$ cat src/rtl/haze_pkg.sv
// Shared defaults, pipeline latency and the reciprocal used to fill the transmission LUT.
package haze_pkg;

  localparam int DATA_W_DEF = 8;
  localparam int T_W_DEF    = 8;
  localparam int F_DEF      = 8;
  localparam int LAT        = 6;

  // round((2^t_w - 1) * 2^f / t); t = 0 is never addressed, it gets the t = 1 value
  function automatic int unsigned recip_val(input int unsigned t, input int unsigned t_w,
                                            input int unsigned f);
    int unsigned num;
    num = ((32'd1 << t_w) - 32'd1) << f;
    if (t == 0) return num;
    return (num + t / 2) / t;
  endfunction

endpackage

$ cat src/rtl/haze_recip_lut.sv
// Registered reciprocal ROM indexed by floored transmission, one cycle read latency.
module haze_recip_lut
  import haze_pkg::*;
#(
  parameter int T_W = T_W_DEF,
  parameter int F   = F_DEF
) (
  input  logic             clk,
  input  logic             rst,
  input  logic [T_W-1:0]   addr,
  output logic [T_W+F-1:0] recip
);

  localparam int RW = T_W + F;

  logic [RW-1:0] rom [2**T_W];

  for (genvar i = 0; i < 2**T_W; i++) begin : g_rom
    assign rom[i] = RW'(recip_val(unsigned'(i), T_W, F));
  end

  always_ff @(posedge clk) begin
    if (rst) recip <= '0;
    else     recip <= rom[addr];
  end

endmodule

$ cat src/rtl/haze_recover_pipe.sv
// Haze radiance recovery J = A + (I-A)*(2^T_W-1)/max(t,T0); fixed 6-cycle latency, free-running, no stall.
// HAZE_Y_BOOST_EN adds Y_BOOST to every channel ahead of the clip.
module haze_recover_pipe
  import haze_pkg::*;
#(
  parameter int DATA_W   = DATA_W_DEF,
  parameter int CHANNELS = 3,
  parameter int T_W      = T_W_DEF,
  parameter int F        = F_DEF,
  parameter int T0       = 26,
  parameter int A_INIT   = 240,
  parameter int CNT_W    = 20,
  parameter int Y_BOOST  = 30
) (
  input  logic                         clk,
  input  logic                         rst,
  input  logic                         pre_frame_vsync,
  input  logic                         pre_frame_href,
  input  logic                         pre_frame_clken,
  input  logic [CHANNELS*DATA_W-1:0]   pre_img,
  input  logic [T_W-1:0]               pre_tx,
  input  logic [DATA_W-1:0]            pre_A,
  input  logic                         a_valid,
  input  logic                         bypass,
  output logic                         post_frame_vsync,
  output logic                         post_frame_href,
  output logic                         post_frame_clken,
  output logic [CHANNELS*DATA_W-1:0]   post_img,
  output logic [CNT_W-1:0]             sat_count,
  output logic                         sat_count_vld
);

  localparam int RECIP_W = T_W + F;
  localparam int PW      = DATA_W + RECIP_W + 2;
  localparam int IW      = CHANNELS * DATA_W;
`ifdef HAZE_Y_BOOST_EN
  localparam int BOOST_EN = 1;
`else
  localparam int BOOST_EN = 0;
`endif
  localparam logic signed [PW:0]   BOOST   = (PW+1)'(Y_BOOST * BOOST_EN);
  localparam logic signed [PW-1:0] HALF    = PW'(2 ** (F - 1));
  localparam logic signed [PW:0]   PIX_MAX = (PW+1)'(2 ** DATA_W - 1);
  localparam logic [T_W-1:0]       T_FLOOR = T_W'(T0);

  // primed keeps a vsync that is already high at reset release from counting as a frame start
  logic              vsync_q, primed, frame_rise, byp_frame, byp_cur;
  logic [DATA_W-1:0] a_frame, a_cur;

  always_comb begin
    frame_rise = primed && pre_frame_vsync && !vsync_q;
    a_cur      = (frame_rise && a_valid) ? pre_A : a_frame;
    byp_cur    = frame_rise ? bypass : byp_frame;
  end

  always_ff @(posedge clk) begin
    if (rst) begin
      vsync_q   <= 1'b0;
      primed    <= 1'b0;
      a_frame   <= DATA_W'(A_INIT);
      byp_frame <= 1'b0;
    end else begin
      vsync_q   <= pre_frame_vsync;
      primed    <= 1'b1;
      a_frame   <= a_cur;
      byp_frame <= byp_cur;
    end
  end

  logic [IW-1:0]             img_q [5];
  logic [DATA_W-1:0]         a_q [4];
  logic [4:0]                byp_q;
  logic [T_W-1:0]            tc_q;
  logic [RECIP_W-1:0]        recip_s1, recip_s2;
  logic signed [DATA_W:0]    diff_d [CHANNELS], diff_q [CHANNELS];
  logic signed [PW-1:0]      prod_d [CHANNELS], prod_q [CHANNELS];
  logic signed [PW:0]        sum_d  [CHANNELS], sum_q  [CHANNELS];
  logic signed [PW-1:0]      q_t;
  logic signed [PW:0]        v_t;
  logic [IW-1:0]             clip_d;
  logic                      clip_any;

  haze_recip_lut #(.T_W(T_W), .F(F)) u_recip (
    .clk   (clk),
    .rst   (rst),
    .addr  (tc_q),
    .recip (recip_s1)
  );

  always_comb begin
    clip_d   = '0;
    clip_any = 1'b0;
    q_t      = '0;
    v_t      = '0;
    for (int c = 0; c < CHANNELS; c++) begin
      diff_d[c] = $signed({1'b0, img_q[1][c*DATA_W +: DATA_W]}) - $signed({1'b0, a_q[1]});
      prod_d[c] = PW'(diff_q[c]) * $signed({{(PW-RECIP_W){1'b0}}, recip_s2});
      q_t       = (prod_q[c] + HALF) >>> F;
      sum_d[c]  = (PW+1)'(q_t) + $signed({{(PW+1-DATA_W){1'b0}}, a_q[3]});
      v_t       = sum_q[c] + BOOST;
      if (v_t < 0) begin
        clip_any = 1'b1;
      end else if (v_t > PIX_MAX) begin
        clip_d[c*DATA_W +: DATA_W] = '1;
        clip_any = 1'b1;
      end else begin
        clip_d[c*DATA_W +: DATA_W] = v_t[DATA_W-1:0];
      end
    end
  end

  always_ff @(posedge clk) begin
    if (rst) begin
      for (int k = 0; k < 5; k++) img_q[k] <= '0;
      for (int k = 0; k < 4; k++) a_q[k] <= '0;
      byp_q    <= '0;
      tc_q     <= '0;
      recip_s2 <= '0;
      for (int c = 0; c < CHANNELS; c++) begin
        diff_q[c] <= '0;
        prod_q[c] <= '0;
        sum_q[c]  <= '0;
      end
    end else begin
      img_q[0] <= pre_img;
      for (int k = 1; k < 5; k++) img_q[k] <= img_q[k-1];
      a_q[0] <= a_cur;
      for (int k = 1; k < 4; k++) a_q[k] <= a_q[k-1];
      byp_q    <= {byp_q[3:0], byp_cur};
      tc_q     <= (pre_tx < T_FLOOR) ? T_FLOOR : pre_tx;
      recip_s2 <= recip_s1;
      diff_q   <= diff_d;
      prod_q   <= prod_d;
      sum_q    <= sum_d;
    end
  end

  logic [2:0] sync_sr [LAT];
  logic       post_sat, post_vs_q, vs_fall;
  logic [CNT_W-1:0] run_cnt, run_next;

  assign post_frame_vsync = sync_sr[LAT-1][2];
  assign post_frame_href  = sync_sr[LAT-1][1];
  assign post_frame_clken = sync_sr[LAT-1][0];

  always_comb begin
    vs_fall  = post_vs_q && !post_frame_vsync;
    run_next = run_cnt;
    if (post_frame_clken && post_sat && (run_cnt != {CNT_W{1'b1}}))
      run_next = run_cnt + 1'b1;
  end

  // the frame-closing pixel is folded in through run_next before the count is published
  always_ff @(posedge clk) begin
    if (rst) begin
      for (int k = 0; k < LAT; k++) sync_sr[k] <= '0;
      post_img      <= '0;
      post_sat      <= 1'b0;
      post_vs_q     <= 1'b0;
      run_cnt       <= '0;
      sat_count     <= '0;
      sat_count_vld <= 1'b0;
    end else begin
      sync_sr[0] <= {pre_frame_vsync, pre_frame_href, pre_frame_clken};
      for (int k = 1; k < LAT; k++) sync_sr[k] <= sync_sr[k-1];
      post_img      <= byp_q[4] ? img_q[4] : clip_d;
      post_sat      <= !byp_q[4] && clip_any;
      post_vs_q     <= post_frame_vsync;
      sat_count_vld <= vs_fall;
      if (vs_fall) begin
        sat_count <= run_next;
        run_cnt   <= '0;
      end else begin
        run_cnt   <= run_next;
      end
    end
  end

endmodule

$ cat config.mk
export PLATFORM = sky130hd
export DESIGN_NAME = haze_recover_pipe
export DESIGN_NICKNAME = d
export VERILOG_FILES = /design/src/rtl/haze_pkg.sv /design/src/rtl/haze_recip_lut.sv /design/src/rtl/haze_recover_pipe.sv
export SDC_FILE = /design/constraint.sdc
export NUM_CORES = 2
export LEC_CHECK = 0
export BUFFER_PORTS_ARGS = -buffer_cell sky130_fd_sc_hd__buf_2
export CORE_AREA = 2 2 332 334
export CTS_CLUSTER_DIAMETER = 200
export DETAILED_ROUTE_END_ITERATION = 12
export DIE_AREA = 0 0 334 336
export GPL_ROUTABILITY_DRIVEN = 0
export MAX_ROUTING_LAYER = met4
export PLACE_DENSITY = 0.46
export SLEW_MARGIN = 5
export SYNTH_ARGS = -nofsm -noshare
export SYNTH_HDL_FRONTEND = slang
export SYNTH_SLANG_ARGS = --single-unit
$ cat constraint.sdc
create_clock -name clk -period 16 [get_ports clk]
set_input_delay 2.4 -clock clk [delete_from_list [all_inputs] [get_ports clk]]
set_output_delay 2.4 -clock clk [all_outputs]
set_load 0.05 [all_outputs]
==> summary.md <==
| Metric | Value |
|---|---|
| Distinct cell type count after synthesis | 90 |
| Post-Route WL | 88930 µm |
| Residual DRC | 0 |
| HP Start | sync_sr[0][5] |
| Seq/Total Area, Yosys | 0.2653 |
| Actual slew at the worst max-slew pin | 1.077 ns |
| Die footprint | 0.1122 mm² |
| Status | finished, final reports clean |
| Crit path max-delay family | adder cells |
| Slowest CP cell | dfxtp_1 |
| Share of the synthesized area in the top cell type | 0.2653 |
| Period utilisation layout | 0.3864 |
| Hold EP | sync_sr[0][8] |
| Max Transition Viols Final | 0 |
| EDFF count, synth | 0 |
| Core ar. | around 0.11 mm² |
| IO Count | 95 |
| Pin count of the biggest net entering global routing | around 180 |
| Total power | 3.341 mW |
| Leakage | 15.99 nW |
| Pwr/cell area | ~93 mW/mm² |
| HPWL after DPL | 65540 µm |
| Drt first pass iters | 5 |
| Hold WS | 0.4289 ns |
| CP Capture Type | flip-flop |
| Initial antenna violation count | 4 |
| DRT iter0 DRCs | roughly 1700 |
| Setup slack, reg-to-reg | 9.82 ns |
| Worst IR Drop VDD | 0.00008059 V |
| Mean area per synthesized cell | between 8 and 9 µm² |
| Hold Path Class | reg -> reg |
| Unrepaired setup endpoints after global routing | false |
| Max incr delay on CP | 1.03 ns |
| Setup CP Type | reg -> reg |
| Total gr overflow | 0 |
| Synth area leaders | dfxtp_1, fa_1, ha_1 |
| Placement Rows | 121 |
| Setup TNS | 0 ns |
| Sink Count | between 400 and 500 |
| Fin. Hold Viols | 0 |
| MaxCap Viol Count | 0 |
| FMAX | 161.8 MHz |
| Syn Nets | 4215 |
| R2R Path Start | recip_s2[6] |
| Layout cells sized above 1 | 0.07058 |
| Worst clock skew | 0.02064 ns |
| Initial Util | 0.2980 |
| First-pass GRT wire length | 142900 µm |
| Reg clk slew, reported paths | ~0.060 ns |
| Startpoint types | flip-flop |
| Vias in the first global route | 24763 |
| Clk_lat worst skew | 0.60 ns |
| CTS tree | built |
| Most used flip-flop cell after synthesis | dfxtp_1 |
| Gates resized, CTS repair | 0 |
| Layout area overhead | 10.77% |
| Number of setup buffers added after CTS | 0 |
| CTS root buf | clkbuf_16 |
| Antenna-violating nets left | 0 |
| Crit path cell chain | nand2_1 -> fa_1 -> inv_1 -> fa_1 -> inv_1 -> fa_1 -> inv_1 -> fa_1 -> fa_1 -> ha_1 -> nor4bb_1 -> nand4_1 -> nand2_1 -> a311oi_1 -> o31ai_1 -> mux2i_1 -> a311o_1 |
| Via count | 24329 |
| YS warnings | 0 |
| #FFs+latches synth | 428 |
| Cells after Synth | roughly 3600 |
| Setup violators final | 0 |
| Chip Width | 334 µm |
| # port buffers | 94 |
| Num CTS Buffers | 48 |
| Cell taking the most area after synthesis | dfxtp_1 |
| Slew margin rel. | 0.2813 |
| Worst Path Buf+Inv | 3 |
| Worst endpoint data arrival time | 6.67 ns |
| Max H-tree Level | 2 |
| Synthesized area | about 0.032 mm² |
| Async SR Flop Fraction | 0 |
| FF-to-FF path depth | 17 |
| Die Height | approximately 340 µm |
| Hold path depth | 1 |
| Crit-path max FO | 27 |
| Worst path most repeated cell | fa_1 |
| Maximum clock path buffer count | 3 |
| Minimum clock period | 6.182 ns |
| Fin nets | 4196 |
| Wire per inst | approximately 18 µm |
| Gr usage total | 0.1646 |
| CP required | 16.48 ns |
| Hold buffer count at CTS | 0 |
| Worst r2r dst | prod_q[77] |
| Vias per inst | 4.825 |
==> layer usage <==
layer	wire length (µm)	up-vias	global-route usage
met3	3344	99	0.01667
met5	0	-	-
met4	2018	0	0.03824
met2	39070	431	0.2510
li1	-	11909	-
met1	44500	11890	0.2341
==> Yosys cell counts, drive strengths merged, types with 11 or more instances <==
| library cell | count |
|---|---|
| dfxtp | 428 |
| nand2 | 332 |
| nor2 | 302 |
| fa | 300 |
| inv | 279 |
| ha | 260 |
| nor2b | 256 |
| and2 | 220 |
| clkbuf | 157 |
| a21oi | 147 |
| o21ai | 120 |
| xnor2 | 100 |
| nor3 | 82 |
| nand3 | 59 |
| xor2 | 59 |
| a21o | 37 |
| nand2b | 37 |
| buf | 36 |
| a211oi | 33 |
| a31oi | 26 |
| nand4 | 23 |
| nor4 | 23 |
| o21a | 19 |
| o211ai | 17 |
| and3 | 16 |
| a311oi | 15 |
| o31ai | 13 |
| mux2i | 11 |
==> cells in the final DEF (no fill, tap or decap), drive strengths merged, types with 17 or more instances in the layout <==
cell and count:
o211ai 17, inv 278, a21o 37, xor2 59, nor2b 256, a211oi 33
buf 124, a21oi 147, nor2 302, clkbuf 60, nand2 332, o21ai 120
fa 300, nand2b 37, dfxtp 428, clkinv 20, nand3 59, ha 260
o21a 19, a31oi 26, nor4 23, xnor2 100, nor3 82, and2 220
nand4 23
==> per-stage QoR <==
| stage | utilization | instance area [µm²] | instances | worst slack, ns |
|---|---|---|---|---|
| 3_5_place_dp | 0.3141 | 34040 | 4953 | 9.797 |
| 3_3_place_gp | 0.3141 | 34040 | 4953 | 9.877 |
| 4_1_cts | 0.3300 | 35770 | 5041 | 9.777 |
| 2_1_floorplan | - | 32300 | 3608 | 10.62 |
| 5_1_grt | 0.3300 | 35770 | 5041 | 9.360 |
| 6_report | 0.3300 | 35780 | 5042 | 9.818 |
==> how the worst max path moves through the flow <==
| stage | start | endpoint | slack [ns] | depth (start not counted) |
|---|---|---|---|---|
| floorplan | recip_s2[7] | prod_q[22] | 10.62 | 18 |
| global placement | recip_s2[6] | prod_q[77] | 9.88 | 17 |
| detailed placement | recip_s2[6] | prod_q[77] | 9.80 | 17 |
| CTS | recip_s2[6] | prod_q[77] | 9.78 | 17 |
| global route | recip_s2[6] | prod_q[77] | 9.36 | 17 |
| finish | recip_s2[6] | prod_q[77] | 9.82 | 17 |
==> layout make-up <==
cell class                      instances  area (µm²)
Fill cell                           11384       72620
Sequential cell                       428        8574
Timing Repair Buffer                  124       718.2
Multi-Input combinational cell       2706       21930
Antenna cell                            1       2.502
Inverter                              281        1055
Tap cell                             1414        1769
Clock buffer                           60        1318
Clock inverter                         28       414.1
==> state kept, by name, indices dropped and copies added, names as in the netlist <==
signal	cells
run_cnt	20
sync_sr	18
sat_count_vld	1
a_frame	8
u_recip.recip	16
tc_q	8
prod_q	57
sum_q	57
post_sat	1
sat_count	20
post_img	24
post_vs_q	1
a_q	28
diff_q	27
img_q	120
primed	1
byp_q	5
recip_s2	16
==> kinds of logic (layout without fill, tap and decap cells) <==
logic type | Yosys count | after routing | synth area share
XOR/XNOR | 159 | 159 | 0.04312
buffers and inverters | 474 | 493 | 0.05586
flip-flops | 428 | 428 | 0.2653
other | 0 | 1 | 0
AND/OR/NAND/NOR | 1413 | 1413 | 0.2241
AO/OA/AOI/OAI | 547 | 547 | 0.1123
multiplexers | 27 | 27 | 0.01259
adder cells (fa/ha/maj) | 560 | 560 | 0.2867
==> power breakdown <==
part	internal, mW	switching [mW]	total (mW)
Clock	0.732	0.473	1.21
Combinational	0.340	0.531	0.871
Sequential	1.15	0.110	1.26
Note: power is estimated with default switching activity, not from simulation.
